===== src/rtl/hazard_pkg.sv =====
// Shared constants and the scoreboard entry record for the D-stage hazard unit.
// Entry fields are sized for the widest supported core; narrower ports are zero-extended into them.
package hazard_pkg;

  localparam int SB_ADDR_W = 8;
  localparam int SB_TNEW_W = 4;

  localparam logic [2:0] TNEW_NONE = 3'd0;
  localparam logic [2:0] TNEW_CALC = 3'd1;
  localparam logic [2:0] TNEW_LOAD = 3'd2;

  localparam logic [2:0] TUSE_BRANCH   = 3'd0;
  localparam logic [2:0] TUSE_ALU      = 3'd1;
  localparam logic [2:0] TUSE_STORE_RT = 3'd2;
  localparam logic [2:0] TUSE_NONE     = 3'b111;

  typedef struct packed {
    logic                 valid;
    logic [SB_ADDR_W-1:0] addr;
    logic [SB_TNEW_W-1:0] tnew;
  } sb_entry_t;

  function automatic logic [SB_TNEW_W-1:0] tnew_dec(input logic [SB_TNEW_W-1:0] t);
    return (t == '0) ? '0 : t - SB_TNEW_W'(1);
  endfunction

endpackage


===== src/rtl/md_busy_counter.sv =====
// Multiply/divide occupancy counter: loads the operation latency on issue, then counts down.
module md_busy_counter #(
  parameter  int MULT_LAT = 5,
  parameter  int DIV_LAT  = 10,
  localparam int MAX_LAT  = (MULT_LAT > DIV_LAT) ? MULT_LAT : DIV_LAT,
  localparam int CW       = $clog2(MAX_LAT + 1)
) (
  input  logic clk,
  input  logic rst_n,
  input  logic start_i,
  input  logic div_i,
  output logic busy_o
);

  logic [CW-1:0] count_d, count_q;

  // NOTE: count_d takes a default first so every path assigns it and no latch is inferred.
  always_comb begin
    count_d = count_q;
    if (start_i) begin
      count_d = div_i ? CW'(DIV_LAT) : CW'(MULT_LAT);
    end else if (count_q != '0) begin
      count_d = count_q - CW'(1);
    end
  end

  // NOTE: state registers use <= so every flop samples pre-edge values regardless of block order.
  always_ff @(posedge clk or negedge rst_n) begin
    if (!rst_n) begin
      count_q <= '0;
    end else begin
      count_q <= count_d;
    end
  end

  // Combinational from the register, so an asynchronous reset drops busy immediately.
  assign busy_o = (count_q != '0);

endmodule


===== src/rtl/hazard_scoreboard.sv =====
// D-stage stall and forward-select unit built on a shifting scoreboard of in-flight
// register writes (stage 1 = E .. DEPTH = W), plus the HI/LO busy interlock.
module hazard_scoreboard
  import hazard_pkg::*;
#(
  parameter  int NREG     = 32,
  parameter  int DEPTH    = 3,
  parameter  int TW       = 3,
  parameter  int MULT_LAT = 5,
  parameter  int DIV_LAT  = 10,
  localparam int AW       = $clog2(NREG),
  localparam int SW       = $clog2(DEPTH + 1)
) (
  input  logic          clk,
  input  logic          reset,
  input  logic          flush,
  input  logic          d_valid,
  input  logic [AW-1:0] d_rs,
  input  logic [AW-1:0] d_rt,
  input  logic [TW-1:0] d_tuse_rs,
  input  logic [TW-1:0] d_tuse_rt,
  input  logic [AW-1:0] d_wr_addr,
  input  logic [TW-1:0] d_tnew,
  input  logic          d_hilo_use,
  input  logic          d_md_start,
  input  logic          d_md_div,
  output logic          stall,
  output logic [SW-1:0] fwd_rs_sel,
  output logic [SW-1:0] fwd_rt_sel,
  output logic          md_busy
);

  logic [SB_ADDR_W-1:0] rs_ext, rt_ext;
  logic [SB_TNEW_W-1:0] tuse_rs_ext, tuse_rt_ext;
  sb_entry_t            entry_new;
  sb_entry_t            sb_q [1:DEPTH];
  logic [DEPTH:1]       match_rs, match_rt, late_rs, late_rt;
  logic                 md_issue;

  assign rs_ext      = SB_ADDR_W'(d_rs);
  assign rt_ext      = SB_ADDR_W'(d_rt);
  // An unused source carries all-ones Tuse, which no Tnew can exceed.
  assign tuse_rs_ext = SB_TNEW_W'(d_tuse_rs);
  assign tuse_rt_ext = SB_TNEW_W'(d_tuse_rt);

  // A stalled D slot enters E as a bubble; writes to $0 are never recorded.
  assign entry_new = '{valid: d_valid && !stall && (d_wr_addr != '0),
                       addr:  SB_ADDR_W'(d_wr_addr),
                       tnew:  SB_TNEW_W'(d_tnew)};

  for (genvar k = 1; k <= DEPTH; k++) begin : g_stage
    sb_entry_t entry_d, entry_q;

    if (k == 1) begin : g_head
      assign entry_d = entry_new;
    end else begin : g_shift
      assign entry_d = '{valid: sb_q[k-1].valid,
                         addr:  sb_q[k-1].addr,
                         tnew:  tnew_dec(sb_q[k-1].tnew)};
    end

    // NOTE: the whole entry is reset, not just valid, so no X ever reaches the compare logic.
    always_ff @(posedge clk or negedge reset) begin
      if (!reset) begin
        entry_q <= '0;
      end else if (flush) begin
        entry_q <= '0;
      end else begin
        entry_q <= entry_d;
      end
    end

    assign sb_q[k]     = entry_q;
    assign match_rs[k] = entry_q.valid && (entry_q.addr != '0) && (entry_q.addr == rs_ext);
    assign match_rt[k] = entry_q.valid && (entry_q.addr != '0) && (entry_q.addr == rt_ext);
    assign late_rs[k]  = tuse_rs_ext < entry_q.tnew;
    assign late_rt[k]  = tuse_rt_ext < entry_q.tnew;
  end

  // Youngest producer wins: scan from the oldest stage so the lowest match overwrites.
  always_comb begin
    fwd_rs_sel = '0;
    fwd_rt_sel = '0;
    for (int k = DEPTH; k >= 1; k--) begin
      if (match_rs[k]) fwd_rs_sel = SW'(k);
      if (match_rt[k]) fwd_rt_sel = SW'(k);
    end
  end

  assign stall = d_valid && ((|(match_rs & late_rs)) ||
                             (|(match_rt & late_rt)) ||
                             (d_hilo_use && md_busy));

  // A flush squashes the issuing instruction, but never an operation already running.
  assign md_issue = d_valid && d_md_start && !stall && !flush;

  md_busy_counter #(
    .MULT_LAT (MULT_LAT),
    .DIV_LAT  (DIV_LAT)
  ) u_md_busy_counter (
    .clk     (clk),
    .rst_n   (reset),
    .start_i (md_issue),
    .div_i   (d_md_div),
    .busy_o  (md_busy)
  );

endmodule


===== config.mk =====
export PLATFORM = sky130hd
export DESIGN_NAME = hazard_scoreboard
export DESIGN_NICKNAME = d
export VERILOG_FILES = /design/src/rtl/hazard_pkg.sv /design/src/rtl/md_busy_counter.sv /design/src/rtl/hazard_scoreboard.sv
export SDC_FILE = /design/constraint.sdc
export NUM_CORES = 1
export LEC_CHECK = 0
export BUFFER_PORTS_ARGS = -buffer_cell sky130_fd_sc_hd__buf_4
export CELL_PAD_IN_SITES_DETAIL_PLACEMENT = 1
export CELL_PAD_IN_SITES_GLOBAL_PLACEMENT = 2
export CORE_MARGIN = 2
export CORE_UTILIZATION = 39
export CTS_BUF_LIST = sky130_fd_sc_hd__clkbuf_4
export CTS_CLUSTER_SIZE = 28
export DETAILED_ROUTE_END_ITERATION = 6
export MAX_ROUTING_LAYER = met4
export PLACE_DENSITY_LB_ADDON = 0.1
export REMOVE_ABC_BUFFERS = 1
export SLEW_MARGIN = 30
export SYNTH_ARGS = -nofsm -noshare
export SYNTH_HDL_FRONTEND = slang
export SYNTH_SLANG_ARGS = --single-unit
export TNS_END_PERCENT = 5

===== constraint.sdc =====
create_clock -name clk -period 3.3 [get_ports clk]
set_input_delay 0.165 -clock clk [delete_from_list [all_inputs] [get_ports clk]]
set_output_delay 0.165 -clock clk [all_outputs]
set_load 0.01 [all_outputs]

## After elaboration in Yosys (flattened, before gate mapping)

Index checks and enable logic that the tools add are counted.

| word-level totals | value |
|---|---|
| bits in registers | 43 |
| memories | 0 |
| memory bits (writable) | 0 |
| logic and storage cells | 71 |
| ROM bits | 0 |
| latch bits | 0 |

| cells by class | value |
|---|---|
| equal/unequal tests | 6 |
| reduce and logical (&&, ||, !) cells | 30 |
| bitwise gates (word level) | 2 |
| shift operators | 0 |
| $lt $le $gt $ge | 6 |
| mux-type cells | 14 |
| add/sub/neg operators | 3 |
| divide/modulo/power cells | 0 |
| $mul | 0 |

Operators by type and width:

| kind | count |
|---|---|
| 8-bit by 5-bit equality test with 1-bit output | 6 |
| 13-bit 2-to-1 mux | 3 |
| 3-bit by 4-bit less-than comparator with 1-bit output | 6 |
| 8-bit nonzero test | 3 |
| 4-bit 2-to-1 mux | 5 |
| 1-bit logical AND | 16 |
| 2-bit 2-to-1 mux | 6 |
| 4-bit by 1-bit subtractor with 4-bit output (second input constant) | 3 |
| 4-bit logical NOT | 2 |
| 3-bit AND | 2 |
| 3-bit OR reduction | 2 |
| 5-bit nonzero test | 1 |
| 4-bit nonzero test | 1 |
| 1-bit logical NOT | 2 |
| 1-bit logical OR | 2 |
| 2-bit nonzero test | 1 |

## Logic depth before layout (Yosys ltp)

Gate-level depths: netlist of the first run.

| logic depth | value |
|---|---|
| word-level depth | 12 |
| gate-level depth with buffers | 8 |

## Modules after synthesis

Synthesis of the first run repeated with hierarchy kept, for this count alone.

| unflattened totals | value |
|---|---|
| cell total of the unflattened synthesis | 203 |
| area total of the unflattened synthesis | 2,044.5 sq um |

By module, submodules not included:

| module | seq. area each (sq um) | instances | area an instance (sq um) | cells each |
|---|---|---|---|---|
| hazard_scoreboard | 725.7 | 1 | 1,808.0 | 182 |
| md_busy_counter | 100.1 | 1 | 236.5 | 21 |

## Worst setup path before layout of the first run

No wires, ideal clock.

| timing path | value |
|---|---|
| kind | flip-flop to flip-flop |
| start | register g_stage[3].entry_q[5] (netlist bit) |
| end | register u_md_busy_counter.count_q[1] |
| arrival time | 2.010 ns |
| slack | 1.163 ns |
| library setup time | 0.128 ns |
| required time | 3.172 ns |
| cell stages (with the launch flop) | 7 |
| period minus slack after synthesis | 2.137 ns |
| cell sequence | dfrtp_1 or4_4 o2111ai_2 a211oi_2 a2111oi_4 nand4_4 mux2_1 |

| between the ends | value |
|---|---|
| word-level cells in the longest chain between the ends | 12 |
| elaborated cells between the ends (all ways) | 18 |
| those cells by class | eq/ne: 2; mux: 1; bitwise: 2; reduce/logical: 13 |

Ends and longest elaborated chain:

| what | RTL line | source |
|---|---|---|
| start, declared | hazard_scoreboard.sv:52 | `sb_entry_t entry_d, entry_q;` |
| start signal, assigned | hazard_scoreboard.sv:69 | `entry_q <= entry_d;` |
| 8-bit nonzero test | hazard_scoreboard.sv:74, hazard_scoreboard.sv:75 |  |
| 1-bit logical AND | hazard_scoreboard.sv:74, hazard_scoreboard.sv:75 |  |
| 1-bit logical AND (on tied branches) | hazard_scoreboard.sv:74, hazard_scoreboard.sv:75 |  |
| 3-bit AND (on tied branches) | hazard_scoreboard.sv:90, hazard_scoreboard.sv:91 |  |
| 3-bit OR reduction (on tied branches) | hazard_scoreboard.sv:90, hazard_scoreboard.sv:91 |  |
| 1-bit logical OR (*) | hazard_scoreboard.sv:90 | `assign stall = d_valid && ((\|(match_rs & late_rs)) \|\|` |
| 1-bit logical OR (*) | hazard_scoreboard.sv:91 | `(\|(match_rt & late_rt)) \|\|` |
| 1-bit logical AND (*) | hazard_scoreboard.sv:90 |  |
| 1-bit logical NOT (*) | hazard_scoreboard.sv:95 | `assign md_issue = d_valid && d_md_start && !stall && !flush;` |
| 1-bit logical AND (*) (2 in series) | hazard_scoreboard.sv:95 |  |
| 4-bit 2-to-1 mux / 2-bit nonzero test (equally long branches) | -- |  |
| end signal, assigned | md_busy_counter.sv:32 | `count_q <= count_d;` |
| end, declared | md_busy_counter.sv:15 | `logic [CW-1:0] count_d, count_q;` |

Every way passes the cells marked *; elsewhere a longest branch is shown, timed or not.
A chain may end at the register's enable or synchronous reset.

## Worst setup path in the final report of the first run

| timing path | value |
|---|---|
| start | register g_stage[3].entry_q[5] (netlist bit) |
| end | output port stall |

| between the ends | value |
|---|---|
| word-level cells in the longest chain between the ends | 8 |
| elaborated cells between the ends (all ways) | 13 |
| those cells by class | eq/ne: 2; bitwise: 2; reduce/logical: 9 |

Ends and longest elaborated chain:

| what | RTL line | source |
|---|---|---|
| 8-bit nonzero test | hazard_scoreboard.sv:74, hazard_scoreboard.sv:75 |  |
| 1-bit logical AND | hazard_scoreboard.sv:74, hazard_scoreboard.sv:75 |  |
| 1-bit logical AND (on tied branches) | hazard_scoreboard.sv:74, hazard_scoreboard.sv:75 |  |
| 3-bit AND (on tied branches) | hazard_scoreboard.sv:90, hazard_scoreboard.sv:91 |  |
| 3-bit OR reduction (on tied branches) | hazard_scoreboard.sv:90, hazard_scoreboard.sv:91 |  |
| 1-bit logical OR (*) | hazard_scoreboard.sv:90 |  |
| 1-bit logical OR (*) | hazard_scoreboard.sv:91 |  |
| 1-bit logical AND (*) | hazard_scoreboard.sv:90 |  |
| end, declared | hazard_scoreboard.sv:27 | `output logic stall,` |

Marks and branches as above.

==> results of run 1 <==
power breakdown:
part           switching, W  total, W  internal (W)  leakage (nW)
logic              0.000149  0.000306      0.000157         0.676
registers         0.0000359  0.000484      0.000448         0.435
clock network      0.000139  0.000216     0.0000770        0.0300
total              0.000324   0.00101      0.000682          1.14
worst max-delay path by stage:
stage,startpoint,to,slack (ps)
floorplan,g_stage[3].entry_q[5]$_DFF_PN0_,u_md_busy_counter.count_q[1]$_DFFE_PN0P_,1160
global placement,g_stage[3].entry_q[5]$_DFF_PN0_,stall,1010
detailed placement,g_stage[3].entry_q[5]$_DFF_PN0_,stall,980
CTS,g_stage[3].entry_q[5]$_DFF_PN0_,stall,580
global route,g_stage[3].entry_q[5]$_DFF_PN0_,stall,440
finish,g_stage[3].entry_q[5]$_DFF_PN0_,stall,600
cell usage after synthesis (5+ instances only):
library cell  instances
nor2b_1              22
dfrtp_1              33
nor4_1                5
nand2b_1              5
nand2_1               5
nand3_1               8
xor2_1                9
nor3_1                5
inv_1                11
ha_1                 18
xnor2_1              23
a21oi_1               6
nor2_1               17
metrics by stage:
step	utilization, %	total power (W)	setup slack, ps
6_report	48.8	0.00101	603
5_1_grt	48.8	0.00109	441
4_1_cts	48.8	0.00103	584
3_5_place_dp	47.6	0.000803	982
3_3_place_gp	47.6	0.000795	1010
2_1_floorplan	-	0.000690	1160
layout make-up:
type / instances / area share (%)
Sequential cell: 33 / 32.7
Clock inverter: 3 / 0.496
Tap cell: 70 / 3.47
Inverter: 12 / 1.79
Multi-Input combinational cell: 160 / 48.9
Timing Repair Buffer: 37 / 11.1
Clock buffer: 5 / 1.49
cells by family after synthesis:
group	Yosys count	synth area share, %
xor+xnor	32	13.2
mux	5	2.48
fa+ha+maj	18	10.6
compound gates	26	10.1
buf+inv	15	2.66
simple gates	79	21.8
flops	33	39.0
sequential cells by signal (all words and copies together) (netlist names):
register and cells:
u_md_busy_counter.count_q 4, g_stage.entry_q 29
metal layers:
layer	part of all wire (%)	wire, um	GRT usage (%)	vias up
met5	0	0	-	-
met2	48	2410	29.8	30
met3	3.6	181	3.84	8
li1	-	-	-	792
met4	1.2	60	4.11	0
met1	47	2340	23.6	784
==> metrics.yaml, run 1 <==
die:
  initial_core_util_pct: 40.9
  core-area_sq_mm: 0.00517
  ios: 37
  dieArea_sq_mm: 0.00603
  fp.dieW_um: 77.7
  fp-row-count: 26
  die_y_um: 77.7
drt:
  firstDrtPassIters: 4
  ant_nets: 0
  drt_iter0_markers: 58
  wl_per_cell_um: 15.6
  drt_wl_total_mm: 4.99
  num_vias: 1614
  drc: 0
  routed_via_density: 5.04
critical_path:
  path_buf_inv: 1
  setup.worst_path.end_class: "primary output"
  cp_data_required_time_ps: 3130
  path_class: "flop to primary output"
  critPathTopFamily: "simple AND/OR/NAND/NOR gates"
  r2r_start: "g_stage[3].entry_q[5]$_DFF_PN0_"
  crit_cells: 7
  r2r_end: "u_md_busy_counter.count_q[1]$_DFFE_PN0P_"
  rrSetupSlack_ps: 1000
  start_kind: "flop"
  critPathMaxFanout: 3
  crit_arrival_ps: 2530
  crit_chain: "or4_4, o2111ai_2, a211oi_2, a2111oi_4, nand3_1, and2_1, buf_4"
  reg2reg_depth: 6
  cpPeakStageDelay_ps: 560
  crit_slowest_cell: "or4_4"
cells_and_area:
  final_common_cell: "buf_4"
  fin_area_sq_mm: 0.00252
  layout_common_cells: "36 x buf_4, 33 x dfrtp_1, 23 x xnor2_1"
  final_cells: 320
  area_delta_synth_final_pct: 19.2
  fill_cells: 583
  finalNetCount: 298
  drive_gt1_share_pct: 22.0
  antenna_cells: 0
  regArea_sq_um: 826
  multi_input_area_sq_mm: 0.00123
logic_synthesis:
  syn_area_sq_mm: 0.00212
  yosysTopAreaCell: "dfrtp_1"
  synth_area_leaders: "dfrtp_1 39%, ha_1 11%, xnor2_1 9.5%"
  synth-edff-count: 0
  synthArstFlopShare_pct: 100
  ys_types: 39
  ys_seq_area_share_pct: 39.0
  yosys_warnings: 0
  synth_top_area_share_pct: 39.0
  syn_inst: 208
  syn_avg_cell_area_sq_um: 10.2
  yosys_register_bits: 33
  synthFlopType: "dfrtp_1"
hold_path:
  holdPathStages: 2
  hold_path.class: "input pin to flop"
  min_from: "d_md_div"
  hold_end: "u_md_busy_counter.count_q[0]$_DFFE_PN0P_"
timing:
  period_share_pct: 81.7
  relSlewSlack_pct: 51.6
  finalClockSkew_ps: 10.0
  setup-violations-final: 0
  period_needed_ps: 2700
  fmax_mhz: 371
  setup-tns-final_ps: 0
  rsz0062_at_grt: "false"
  max_slew.worst_pin.slew_ps: 719
  timing.hold.ws_ps: 16.3
  slew_violations: 0
  hold_violations: 0
clock_tree:
  cts_buffers: 5
  post_cts_buffers: 0
  tritoncts: "built"
  clk_path_buf_depth: 2
  cts.root.buffer_cell: "clkbuf_4"
  ctsResizeCount: 0
  cts_hold_buf: 1
  ctsHtreeMaxLevel: 2
  cts_sinks: 33
  clkTransAtPathRegs_ps: 110
  insertion_delay_ps: 330
place:
  globalplace.congestion: 0.801
  hpwlAfterDp_mm: 4.03
  placed_cell_area_sq_mm: 0.00246
  post-place-cells: 311
  io_buffers: 36
grt:
  track_usage_pct: 18.3
  antenna_found_initial: 0
  grt_max_degree: 34
  grt_pass1_wl_mm: 8.38
  grt_overflow: 0
  grt_pass1_vias: 1754
power:
  p_leak_nw: 1.14
  power_density_mw_per_mm2: 399
  ir_worst_vdd_mv: 0.164
run_status:
  outcome: "finished clean"
flow_run:
  drv_cap: 0
No activity file was read; power rests on OpenSTA's default activity.
==> run 2: changes to the inputs <==
--- a/config.mk
+++ b/config.mk
@@ -9,7 +9,7 @@
 export CELL_PAD_IN_SITES_DETAIL_PLACEMENT = 1
 export CELL_PAD_IN_SITES_GLOBAL_PLACEMENT = 2
 export CORE_MARGIN = 2
-export CORE_UTILIZATION = 39
+export CORE_UTILIZATION = 33
 export CTS_BUF_LIST = sky130_fd_sc_hd__clkbuf_4
 export CTS_CLUSTER_SIZE = 28
 export DETAILED_ROUTE_END_ITERATION = 6
==> constraint.sdc (replaced) <==
create_clock -name clk -period 2.45 [get_ports clk]
set_input_delay 0.1225 -clock clk [delete_from_list [all_inputs] [get_ports clk]]
set_output_delay 0.1225 -clock clk [all_outputs]
set_load 0.01 [all_outputs]
==> run 2 against run 1 <==
- count of clock-buffer cells in the layout unchanged
- non-clock buffer count up 17
- global-route usage down 1.9 points
- sequential power up 36%
- die area up 17%
- critical path type unchanged
- highest routed layer unchanged
==> metrics.yaml, run 2 (synthesis gave the netlist of run 1 again) <==
timing:
  finalClockSkew_ps: 7.66  # -2.39 ps
  setup-violations-final: 0  # unchanged
  max_slew.worst_pin.slew_ps: 681  # -37.3 ps
  period_needed_ps: 2450
  fmax_mhz: 408
  hold_violations: 0  # unchanged
  relSlewSlack_pct: 54.2  # +2.5 points
  timing.hold.ws_ps: 19.4  # +3.12 ps
  setup_ws_ps: 0.153  # -603 ps
  rsz0062_at_grt: "true"
  period_share_pct: 100
  slew_violations: 0  # unchanged
die:
  die_y_um: 84.1  # +8.3%
  core-area_sq_mm: 0.00628  # +21%
  dieArea_sq_mm: 0.00707  # +17%
  ios: 37  # unchanged
  initial_core_util_pct: 33.7  # -7.2 points
  fp-row-count: 29  # +12%
  fp.dieW_um: 84.1  # +8.3%
clock_tree:
  ctsHtreeMaxLevel: 2  # unchanged
  clkTransAtPathRegs_ps: 100  # about the same
  cts_buffers: 5  # unchanged
  tritoncts: "built"
  cts_sinks: 33  # unchanged
  cts.root.buffer_cell: "clkbuf_4"
  clk_path_buf_depth: 2  # unchanged
  insertion_delay_ps: 330  # about the same
cells_and_area:
  drive_gt1_share_pct: 29.4  # +7.4 points
  finalNetCount: 315  # +5.7%
  largest_reg_flops: 29  # unchanged
  final_common_cell: "buf_4"
  reg_top3: "g_stage.entry_q x29, u_md_busy_counter.count_q x4"
  area_delta_synth_final_pct: 28.7
  fin_area_sq_mm: 0.00272  # +7.9%
  layout_common_cells: "49 x buf_4, 32 x dfrtp_1, 23 x xnor2_1"
  antenna_cells: 0  # unchanged
  regMostFlops: "g_stage.entry_q"
place:
  post-place-ws_ps: 136  # -846 ps
  hpwlAfterDp_mm: 4.21  # +4.5%
  globalplace.congestion: 0.764  # -4.5%
  placed_cell_area_sq_mm: 0.00249  # +0.97%
  io_buffers: 36  # unchanged
grt:
  track_usage_pct: 16.5  # -1.9 points
  grt_pass1_wl_mm: 8.85  # +5.5%
  use_met1_pct: 22.5  # -1.0 points
  grt_max_degree: 34  # unchanged
  globalRouteMet3Util_pct: 3.36  # -0.47 points
  use_met2_pct: 25.1  # -4.7 points
  grt_pass1_vias: 1690  # -3.6%
  grt.busiest_layer: "met2"
  antenna_found_initial: 0  # unchanged
  grt_overflow: 0  # unchanged
hold_path:
  hold_path.class: "input pin to flop"
  holdPathStages: 2  # unchanged
drt:
  wl_per_cell_um: 15.5  # -0.28%
  ant_nets: 0  # unchanged
  num_vias: 1686  # +4.5%
  drc: 0  # unchanged
  routed_via_density: 4.93  # -2.3%
  drt_wl_total_mm: 5.32  # +6.6%
  drt_iter0_markers: 60  # +3.4%
  firstDrtPassIters: 4  # unchanged
critical_path:
  start_kind: "flop"
  crit_arrival_ps: 2330  # -200 ps
  cp_data_required_time_ps: 2330  # -800 ps
  critPathMaxFanout: 3  # unchanged
  reg2reg_depth: 7  # +1
  path_class: "flop to primary output"
  setup.worst_path.end_class: "primary output"
power:
  power_density_mw_per_mm2: 509  # +28%
  p_leak_nw: 1.23  # +7.6%
  ir_worst_vdd_mv: 0.299  # +82%
  power_w: 0.00139  # +38%
flow_run:
  drv_cap: 0  # unchanged
run_status:
  outcome: "finished clean"
run 2: changes by cell type in the layout (fill, tap and decap cells not counted), moves of 2 or more:
cell,delta
dlygate4sd3_1,+3
o2111ai_4,+2
o21ai_2,+2
clkinv_1,-2
buf_4,+13
o21ai_1,-2
run 2: power by group:
group | internal [W] | leakage, nW | total (W) | switching [W]
registers | 0.000603 | 0.433 | 0.000656 | 0.0000524
logic | 0.000234 | 0.766 | 0.000454 | 0.000220
clock network | 0.0000995 | 0.0269 | 0.000276 | 0.000177
run 2: timing repair:
action | in CTS | in global routing
hold endpoints to repair | 37 | 0
setup buffers | 3 | 9
gates resized for setup | 4 | 8
hold buffers | 4 | 0
pin swaps | 2 | 3
endpoints found under the setup margin | 1 | 5
run 2: worst max-delay path: stages (launching register included):
cell	delay [ps]
dfrtp_1	410
or4_4	560
o2111ai_4	210
a211oi_2	70
a2111oi_4	290
nand3_1	150
and2_4	190
buf_6	110
run 2: worst paths after layout:
kind                            slack (ps)                             from                                  endpoint
max in group asynchronous             1840                            reset           g_stage[2].entry_q[5]$_DFF_PN0_
min in group asynchronous              270                            reset           g_stage[1].entry_q[2]$_DFF_PN0_
worst min-delay path                    20                     d_wr_addr[3]           g_stage[1].entry_q[7]$_DFF_PN0_
worst max-delay path                   0.2  g_stage[3].entry_q[5]$_DFF_PN0_                                     stall
worst min register to register         500  g_stage[2].entry_q[0]$_DFF_PN0_           g_stage[3].entry_q[0]$_DFF_PN0_
worst max register to register         180  g_stage[3].entry_q[5]$_DFF_PN0_  u_md_busy_counter.count_q[3]$_DFFE_PN0P_
run 2: final cells by class:
class	count	area (sq um)
clock buffer	5	37.5
inverter	12	45.0
sequential	33	827
timing repair buffer	54	419
tap	77	96.3
multi-input combinational	160	1290
clock inverter	1	5.00
fill	715	3550
run 2: routing by layer:
| metal | vias up | part of all wire (%) |
|---|---|---|
| li1 | 825 | - |
| met1 | 817 | 47 |
| met2 | 38 | 47 |
| met3 | 6 | 4.4 |
| met4 | 0 | 1.1 |
| met5 | - | 0 |
run 2: metrics by stage:
stage	TNS [ps]	std cells	util, %
final	0	342	43.4
after global placement	0	320	39.6
after floorplan	0	205	-
after detailed placement	0	320	39.6
after CTS	-148	333	41.6
after global routing	-166	342	43.4
==> run 3: changes to the inputs <==
==> constraint.sdc (replaced) <==
create_clock -name clk -period 2.45 [get_ports clk]
set_input_delay 0.1225 -clock clk [delete_from_list [all_inputs] [get_ports clk]]
set_output_delay 0.1225 -clock clk [all_outputs]
set_load 0.02 [all_outputs]
==> run 3 against run 2 <==
- the run now ends with setup timing left
- largest cell class unchanged
- via count rose by 0.24%
- hold slack lost 5.9 ps
- flip-flop and latch count stayed put
- critical endpoint unchanged
- worst setup slack got worse by 33 ps
- critical path type unchanged
- sequential power barely moved
==> metrics.yaml, run 3 (synthesis gave the netlist of run 1 again) <==
run_status:
  outcome: "complete, but fails checks"
  violations: "setup timing"
die:
  ios: 37  # unchanged
  fp.dieW_um: 84.1  # unchanged
  core-area_sq_mm: 0.00628  # unchanged
  dieArea_sq_mm: 0.00707  # unchanged
  die_y_um: 84.1  # unchanged
  initial_core_util_pct: 33.7  # unchanged
  fp-row-count: 29  # unchanged
grt:
  grt_overflow: 0  # unchanged
  grt.busiest_layer: "met2"
  use_met1_pct: 23.3  # +0.80 points
  grt_pass1_vias: 1774  # +5.0%
  globalRouteMet3Util_pct: 2.87  # -0.49 points
  grt_max_degree: 34  # unchanged
  grt_pass1_wl_mm: 9.14  # +3.3%
  use_met2_pct: 26.3  # +1.2 points
  antenna_found_initial: 0  # unchanged
  track_usage_pct: 17.1  # +0.66 points
critical_path:
  setup.worst_path.end_class: "primary output"
  crit_arrival_ps: 2360  # +30 ps
  startpoint: "g_stage[1].entry_q[5]$_DFF_PN0_"
  reg2reg_depth: 7  # unchanged
  rrSetupSlack_ps: 160  # -20 ps
  r2r_start: "g_stage[2].entry_q[5]$_DFF_PN0_"
  cp_data_required_time_ps: 2330  # about the same
  critPathMaxFanout: 4  # +1
  r2r_end: "u_md_busy_counter.count_q[1]$_DFFE_PN0P_"
  start_kind: "flop"
  cp-endpoint: "stall"
  path_class: "flop to primary output"
hold_path:
  hold_path.class: "input pin to flop"
drt:
  routed_via_density: 4.81  # -2.3%
  drt_wl_total_mm: 5.56  # +4.6%
  num_vias: 1690  # +0.24%
  ant_nets: 0  # unchanged
  drt_iter0_markers: 39  # -35%
  firstDrtPassIters: 4  # unchanged
  wl_per_cell_um: 15.8  # +1.9%
  drc: 0  # unchanged
clock_tree:
  clk_path_buf_depth: 2  # unchanged
  ctsHtreeMaxLevel: 2  # unchanged
  insertion_delay_ps: 330  # about the same
  cts_sinks: 33  # unchanged
  cts.root.buffer_cell: "clkbuf_4"
  tritoncts: "built"
  cts_buffers: 5  # unchanged
  clkTransAtPathRegs_ps: 100  # about the same
power:
  ir_worst_vdd_mv: 0.353  # +18%
  p_leak_nw: 1.27  # +3.6%
  power_density_mw_per_mm2: 511  # +0.35%
  power_w: 0.00143  # +3.3%
cells_and_area:
  finalNetCount: 323  # +2.5%
  fill_cells: 724  # +1.3%
  drive_gt1_share_pct: 30.3  # +0.86 points
  regMostFlops: "g_stage.entry_q"
  area_delta_synth_final_pct: 32.4
  multi_input_area_sq_mm: 0.00130  # +0.39%
  layout_common_cells: "54 x buf_4, 32 x dfrtp_1, 23 x xnor2_1"
  largest_reg_flops: 29  # unchanged
  antenna_cells: 0  # unchanged
  final_cells: 351  # +2.6%
  final_common_cell: "buf_4"
  final_util_pct: 44.6  # +1.3 points
  regArea_sq_um: 827  # unchanged
  reg_top3: "g_stage.entry_q x29, u_md_busy_counter.count_q x4"
timing:
  setup_ws_ps: -32.6  # -32.8 ps
  fmax_mhz: 403  # -1.3%
  max_slew.worst_pin.slew_ps: 678  # -3.73 ps
  period_needed_ps: 2480  # +32.8 ps
  setup-tns-final_ps: -32.6  # -32.6 ps
  hold_violations: 0  # unchanged
  slew_violations: 0  # unchanged
  finalClockSkew_ps: 8.43  # +0.765 ps
  setup-violations-final: 1  # +1
  timing.hold.ws_ps: 13.5  # -5.92 ps
  rsz0062_at_grt: "true"
  relSlewSlack_pct: 54.4  # +0.25 points
  period_share_pct: 101  # +1.3 points
place:
  hpwlAfterDp_mm: 4.18  # -0.85%
  globalplace.congestion: 0.781  # +2.2%
  io_buffers: 36  # unchanged
  post-place-cells: 322  # +0.63%
flow_run:
  drv_cap: 0  # unchanged
==> run 3: critical path, cell delays in order (launching register included) <==
cell     delay, ps
dfrtp_1        430
or4_4          550
o21ai_2        150
nor4_1          90
buf_4          150
a22oi_2        240
nand3_1        130
and2_4         190
buf_6          120
==> run 3: how the worst min path moves through the flow <==
stage	cells after the start	slack, ps	startpoint	to
finish	2	10	d_wr_addr[1]	g_stage[1].entry_q[5]$_DFF_PN0_
CTS	2	2	d_wr_addr[1]	g_stage[1].entry_q[5]$_DFF_PN0_
global route	2	10	d_wr_addr[2]	g_stage[1].entry_q[6]$_DFF_PN0_
global placement	1	110	reset	g_stage[1].entry_q[2]$_DFF_PN0_
detailed placement	1	100	reset	g_stage[1].entry_q[0]$_DFF_PN0_
floorplan	0	-170	reset	g_stage[1].entry_q[0]$_DFF_PN0_
==> run 3: power breakdown <==
group,internal [W],switching (W)
clock network,0.000115,0.000184
registers,0.000603,0.0000501
logic,0.000249,0.000229
==> run 3: layout make-up <==
type,count,area share (%)
clock inverter,1,0.134
multi-input combinational,160,46.3
clock buffer,6,1.61
timing repair buffer,62,17.4
sequential,33,29.5
tap,77,3.44
inverter,12,1.61
==> run 3: metrics by stage <==
step                      worst slack [ps]  instance area (sq um)
after CTS                            -95.7                   2730
after global routing                  -187                   2800
after global placement                 193                   2500
after detailed placement               158                   2500
after floorplan                        313                   2100
final                                -32.6                   2800
==> run 3: metal layers <==
layer  part of all wire (%)  up-vias
met4                    1.5        0
li1                       -      839
met2                     47       35
met3                    2.9        8
met1                     48      808
met5                      0        -
==> run 3: what timing repair did <==
item                                    CTS  global route
cloned                                    0             0
hold endpoints to repair                 40             0
endpoints found under the setup margin    1             3
pin swaps                                 2             3
setup buffers                             9             6
resized for setup                         7             6
hold buffers                              7             0
